$ cat src/rtl/ofifo_pkg.sv
// ofifo_pkg: shared accelerator sizing constants and pointer-width helper
package ofifo_pkg;
  localparam int COL = 8;
  localparam int PSUM_BW = 16;
  localparam int DEPTH = 16;
  function automatic int ptr_w(input int d);
    return $clog2(d) + 1;
  endfunction
endpackage

$ cat src/rtl/fifo_lane.sv
// fifo_lane: single-lane circular buffer with wrap-bit pointers and show-ahead head
module fifo_lane import ofifo_pkg::*; #(
  parameter int w = PSUM_BW,
  parameter int depth = DEPTH
) (
  input  logic         clk,
  input  logic         reset,
  input  logic         wr,
  input  logic         pop,
  input  logic [w-1:0] din,
  output logic [w-1:0] head,
  output logic         full,
  output logic         empty
);
  localparam int pw = ptr_w(depth);
  localparam int aw = pw - 1;
  logic [pw-1:0] wp, rp;
  logic [w-1:0] mem [depth];
  assign empty = wp == rp;
  assign full = (wp[aw] != rp[aw]) && (wp[aw-1:0] == rp[aw-1:0]);
  assign head = mem[rp[aw-1:0]];
  // write when not full, pop on row-accept; full/empty come from pre-edge pointers
  always_ff @(posedge clk) begin
    if (reset) begin
      wp <= '0;
      rp <= '0;
      for (int k = 0; k < depth; k++) mem[k] <= '0;
    end else begin
      if (wr && !full) begin
        mem[wp[aw-1:0]] <= din;
        wp <= wp + 1'b1;
      end
      if (pop) rp <= rp + 1'b1;
    end
  end
endmodule

$ cat src/rtl/ofifo.sv
// ofifo: per-lane output FIFO popping whole rows; OFIFO_OVF_CHK_EN adds sticky o_ovf_err
module ofifo import ofifo_pkg::*; #(
  parameter int col = COL,
  parameter int psum_bw = PSUM_BW,
  parameter int depth = DEPTH
) (
  input  logic                   clk,
  input  logic                   reset,
  input  logic [col-1:0]         wr,
  input  logic [col*psum_bw-1:0] in,
  input  logic                   rd,
  output logic [col*psum_bw-1:0] out,
  output logic                   o_full,
  output logic                   o_ready,
  output logic                   o_valid
`ifdef OFIFO_OVF_CHK_EN
  , output logic                 o_ovf_err
`endif
);
  logic [col-1:0] full, empty;
  logic pop;
  assign o_valid = &(~empty);
  assign o_full = |full;
  assign o_ready = !o_full;
  assign pop = rd && o_valid;
  for (genvar i = 0; i < col; i++) begin : g_lane
    fifo_lane #(.w(psum_bw), .depth(depth)) u_lane (
      .clk(clk),
      .reset(reset),
      .wr(wr[i]),
      .pop(pop),
      .din(in[psum_bw*i +: psum_bw]),
      .head(out[psum_bw*i +: psum_bw]),
      .full(full[i]),
      .empty(empty[i])
    );
  end
`ifdef OFIFO_OVF_CHK_EN
  // latch any dropped write until reset
  always_ff @(posedge clk) begin
    if (reset) o_ovf_err <= 1'b0;
    else if (|(wr & full)) o_ovf_err <= 1'b1;
  end
`endif
endmodule

$ cat config.mk
export PLATFORM = sky130hd
export DESIGN_NAME = ofifo
export DESIGN_NICKNAME = d
export VERILOG_FILES = /design/src/rtl/ofifo_pkg.sv /design/src/rtl/fifo_lane.sv /design/src/rtl/ofifo.sv
export SDC_FILE = /design/constraint.sdc
export NUM_CORES = 2
export LEC_CHECK = 0
export CAP_MARGIN = 20
export CELL_PAD_IN_SITES_DETAIL_PLACEMENT = 1
export CELL_PAD_IN_SITES_GLOBAL_PLACEMENT = 1
export CORE_ASPECT_RATIO = 1.4
export CORE_MARGIN = 2
export CORE_UTILIZATION = 48
export CTS_CLUSTER_DIAMETER = 30
export DETAILED_ROUTE_END_ITERATION = 12
export GPL_TIMING_DRIVEN = 0
export PLACE_DENSITY = 0.88
export SLEW_MARGIN = 0
export SYNTH_ARGS = -nofsm -noshare
export SYNTH_HDL_FRONTEND = slang
export SYNTH_SLANG_ARGS = --single-unit
$ cat constraint.sdc
create_clock -name clk -period 2.9 [get_ports clk]
set_clock_uncertainty 0.15 [all_clocks]
set_input_delay 0.87 -clock clk [delete_from_list [all_inputs] [get_ports clk]]
set_output_delay 0.87 -clock clk [all_outputs]
set_load 0.01 [all_outputs]
==> flow_results.xml <==
<?xml version="1.0" encoding="UTF-8"?>
<metrics>
  <group name="pwr">
    <metric name="max-vdd-ir-drop" unit="V">0.000738</metric>
    <metric name="cellLeakagePower" unit="uW">0.0445</metric>
    <metric name="power_density" unit="nW/um^2">712</metric>
  </group>
  <group name="status">
    <metric name="failing_checks" unit="">setup timing</metric>
    <metric name="status" unit="">complete, but fails checks</metric>
  </group>
  <group name="clocking">
    <metric name="clock_sink_count" unit="">2160</metric>
    <metric name="cts-root-to-sink-buffers" unit="">4</metric>
    <metric name="cts-buffers-inserted" unit="">384</metric>
    <metric name="worstSkewPairLatency" unit="ps">900</metric>
    <metric name="root_buffer" unit="">clkbuf_16</metric>
    <metric name="clock_slew_at_the_register_clock_pins_of_the_worst_setup_and_hold_paths" unit="ps">50</metric>
    <metric name="postCtsHoldBufs" unit="">0</metric>
    <metric name="htree_levels" unit="">5</metric>
    <metric name="cts_tree" unit="">done</metric>
  </group>
  <group name="floorplanning">
    <metric name="pin_count" unit="">270</metric>
    <metric name="design.die.area" unit="um^2">207000</metric>
    <metric name="placeable_core_area" unit="um^2">202000</metric>
    <metric name="die_w" unit="um">385</metric>
    <metric name="starting_density_of_the_core" unit="%">48.3</metric>
    <metric name="placementRows" unit="">195</metric>
    <metric name="die-height" unit="um">537</metric>
  </group>
  <group name="sta">
    <metric name="relSlewSlack" unit="%">31.5</metric>
    <metric name="tns" unit="ps">-165600</metric>
    <metric name="min_period" unit="ps">4110</metric>
    <metric name="final_number_of_max_transition_violations" unit="">0</metric>
    <metric name="max_frequency" unit="MHz">243</metric>
    <metric name="timing.final.ws_setup" unit="ps">-1210</metric>
    <metric name="rsz_0062_raised_after_global_routing" unit="">true</metric>
    <metric name="slew_at_the_pin_closest_to_its_max_slew_limit" unit="ps">1030</metric>
    <metric name="hold_violations" unit="">0</metric>
    <metric name="layout_worst_path_cycle_share" unit="%">142</metric>
    <metric name="finalHoldWorstSlack" unit="ps">364</metric>
    <metric name="timing.final.setup_violations" unit="">660</metric>
  </group>
  <group name="synthesis">
    <metric name="synth-async-reset-ratio" unit="%">0</metric>
    <metric name="synth-edff-count" unit="">2048</metric>
    <metric name="synth-warning-count" unit="">0</metric>
    <metric name="synth.distinct_cells" unit="">36</metric>
    <metric name="syn_nets" unit="">6231</metric>
    <metric name="synthCells" unit="">6052</metric>
    <metric name="synth_seq_cells" unit="">2160</metric>
    <metric name="yosysSeqAreaShare" unit="%">65.3</metric>
    <metric name="post_synthesis_cell_area" unit="um^2">97500</metric>
    <metric name="postSynth.topFlopCell" unit="">edfxtp_1</metric>
    <metric name="synth_area_per_cell" unit="um^2">16.1</metric>
  </group>
  <group name="routing">
    <metric name="drt_drc_violations_left" unit="">0</metric>
    <metric name="ant_nets" unit="">0</metric>
    <metric name="vias_per_instance" unit="">6.23</metric>
    <metric name="detailedRoute.firstIterationViolations" unit="">6609</metric>
    <metric name="detailedRoute.firstPassIterationCount" unit="">6</metric>
    <metric name="wl_per_cell" unit="um">35.4</metric>
    <metric name="number_of_vias_after_detailed_routing" unit="">61993</metric>
    <metric name="wl" unit="um">352000</metric>
  </group>
  <group name="placed_design">
    <metric name="placed_wire_length_estimate" unit="um">199000</metric>
    <metric name="gp_routability_congestion" unit="">0.862</metric>
    <metric name="pre_cts_slack" unit="ps">-2310</metric>
    <metric name="numPortBuffers" unit="">268</metric>
    <metric name="placedInstanceArea" unit="um^2">104000</metric>
  </group>
  <group name="setup_path">
    <metric name="r2r_cells" unit="">10</metric>
    <metric name="cp-end-kind" unit="">output pin</metric>
    <metric name="worstPathRequired" unit="ps">1880</metric>
    <metric name="worst-r2r-setup-slack" unit="ps">-240</metric>
    <metric name="timing.setup.critical_path_class" unit="">reg2out</metric>
    <metric name="worst-endpoint-arrival" unit="ps">3090</metric>
    <metric name="critical-path-slowest-cell" unit="">mux4_2</metric>
    <metric name="timing.critical_path.slowest_cell_delay" unit="ps">650</metric>
    <metric name="crit_path_cell_trace" unit="">clkbuf_16, buf_6, clkbuf_16, mux4_2, mux4_2, buf_6</metric>
    <metric name="critPathLaunchType" unit="">flop</metric>
    <metric name="worstPathMaxFanout" unit="">8</metric>
  </group>
  <group name="global_route">
    <metric name="grt_antenna_before_repair" unit="">34</metric>
    <metric name="grt_first_pass_wirelength" unit="um">468000</metric>
    <metric name="grt.overflow.total" unit="">0</metric>
    <metric name="grt_max_degree" unit="">19</metric>
    <metric name="groute.usage.overall" unit="%">31.3</metric>
    <metric name="number_of_global_route_vias_before_repair" unit="">65152</metric>
  </group>
  <group name="min_path">
    <metric name="whs_path_depth" unit="">2</metric>
    <metric name="type_of_the_tightest_min_delay_check" unit="">reg2reg</metric>
  </group>
  <group name="layout">
    <metric name="syn_to_final_growth" unit="%">25.8</metric>
    <metric name="layout_filler_cell_count" unit="">17705</metric>
    <metric name="fraction_of_layout_instances_using_a_drive_strength_above_1" unit="%">31.3</metric>
    <metric name="final_net_count" unit="">7126</metric>
    <metric name="design_area" unit="um^2">123000</metric>
    <metric name="area.sequential" unit="um^2">63800</metric>
    <metric name="multi_input_area" unit="um^2">33400</metric>
  </group>
  <group name="job">
    <metric name="maxCapViolations" unit="">0</metric>
  </group>
</metrics>
[cell type report]
cell class | instances | area share (%)
clock inverter | 299 | 2.79
sequential | 2160 | 52.0
buffer | 443 | 2.53
antenna | 20 | 0.0408
timing repair buffer | 513 | 4.61
multi-input combinational | 3418 | 27.2
tap | 2659 | 2.71
inverter | 27 | 0.0826
clock buffer | 410 | 8.01
[synthesized netlist by cell type, types with 8 or more instances]
| library cell | n | area, um^2 |
|---|---|---|
| mux4_2 | 640 | 14400 |
| a21oi_1 | 55 | 275 |
| nor2b_1 | 8 | 50.1 |
| buf_2 | 54 | 270 |
| ha_1 | 40 | 500 |
| mux2i_1 | 16 | 160 |
| xor2_1 | 64 | 561 |
| buf_4 | 10 | 75.1 |
| nand2b_1 | 48 | 300 |
| a21boi_1 | 8 | 60.1 |
| clkbuf_1 | 367 | 1380 |
| mux2_4 | 14 | 210 |
| nand4_1 | 33 | 206 |
| dfxtp_1 | 112 | 2240 |
| o21ai_1 | 9 | 45.0 |
| edfxtp_1 | 2048 | 61500 |
| buf_1 | 16 | 60.1 |
| o21ai_0 | 15 | 75.1 |
| nor3_1 | 14 | 70.1 |
| and2_1 | 2048 | 12800 |
| or2_2 | 120 | 751 |
| nor3_2 | 18 | 180 |
| xnor2_1 | 8 | 70.1 |
| or3_1 | 24 | 150 |
| nor2_1 | 152 | 571 |
| nand2_1 | 56 | 210 |
| a22oi_1 | 8 | 60.1 |
| inv_1 | 27 | 101 |
[state kept, by name, summed over array words and instances, names as in the netlist, named ones only]
register and cells:
g_lane.u_lane.mem 2048, g_lane.u_lane.rp 40, g_lane.u_lane.wp 40
[where the power goes]
| group | switching, uW | internal, uW | total (uW) |
|---|---|---|---|
| clock | 18600 | 28800 | 47400 |
| sequential | 568 | 35300 | 35900 |
| combinational | 2600 | 1510 | 4100 |
| total | 21800 | 65600 | 87400 |
[what timing repair did]
item / 4_1_cts / 5_1_grt
endpoints found under the setup margin: 3493 / 3916
pin swaps: 9 / 29
gates resized for setup: 910 / 735
gates cloned: 16 / 28
buffers inserted: 54 / 151
[logic make-up after synthesis]
| logic type | synth area share, % |
|---|---|
| XOR/XNOR | 0.646 |
| multiplexers | 15.2 |
| buffers and inverters | 1.99 |
| flip-flops | 65.3 |
| AO/OA/AOI/OAI | 0.537 |
| AND/OR/NAND/NOR | 15.8 |
| adder cells (fa/ha/maj) | 0.513 |
[per-layer routing]
layer	global-route usage, %	up-vias	routed length (um)
li1	-	24334	-
met2	56.1	4062	183000
met1	34.6	32125	113000
met4	17.3	42	26800
met5	0	-	236
met3	6.46	1430	29700
[metrics by stage]
step	util, %	instances	power (uW)
2_1_floorplan	-	6052	37800
3_3_place_gp	51.4	8979	39400
3_5_place_dp	51.4	8987	39800
4_1_cts	59.1	9757	86100
5_1_grt	60.8	9931	88600
6_report	60.8	9949	87400
[cell usage in the layout, fill, tap and decap left out, drive strengths merged]
cell              n
or2             127
diode            20
inv              87
mux2i            16
and2           2048
dfxtp           112
clkinvlp         58
clkbuf          806
clkdlybuf4s50   137
edfxtp         2048
a22oi             8
a21oi            56
bufinv           41
nor2b             8
mux4            640
nor3             32
clkdlybuf4s18     1
nor4              8
dlymetal6s2s      1
nor2            153
ha               40
mux2             16
o21ai            24
nand2            56
xnor2             8
nand2b           48
nand4            34
or3              24
xor2             64
clkinv          140
buf             421
a21boi            8
[critical path, delay by kind of cell, from the launching register on]
family   cells  cell delay, ps
flops        1             370
buf+inv      4             620
mux          2            1190
[final timing paths]
kind,to,startpoint
setup / recovery,out[59],flop
hold / removal,g_lane[7].u_lane.rp[4],g_lane[7].u_lane.rp[4]
setup reg to reg,g_lane[1].u_lane.mem[6][12],g_lane[1].u_lane.wp[3]
hold reg to reg,g_lane[7].u_lane.rp[4],g_lane[7].u_lane.rp[4]
(Power assumes the default switching activity.)
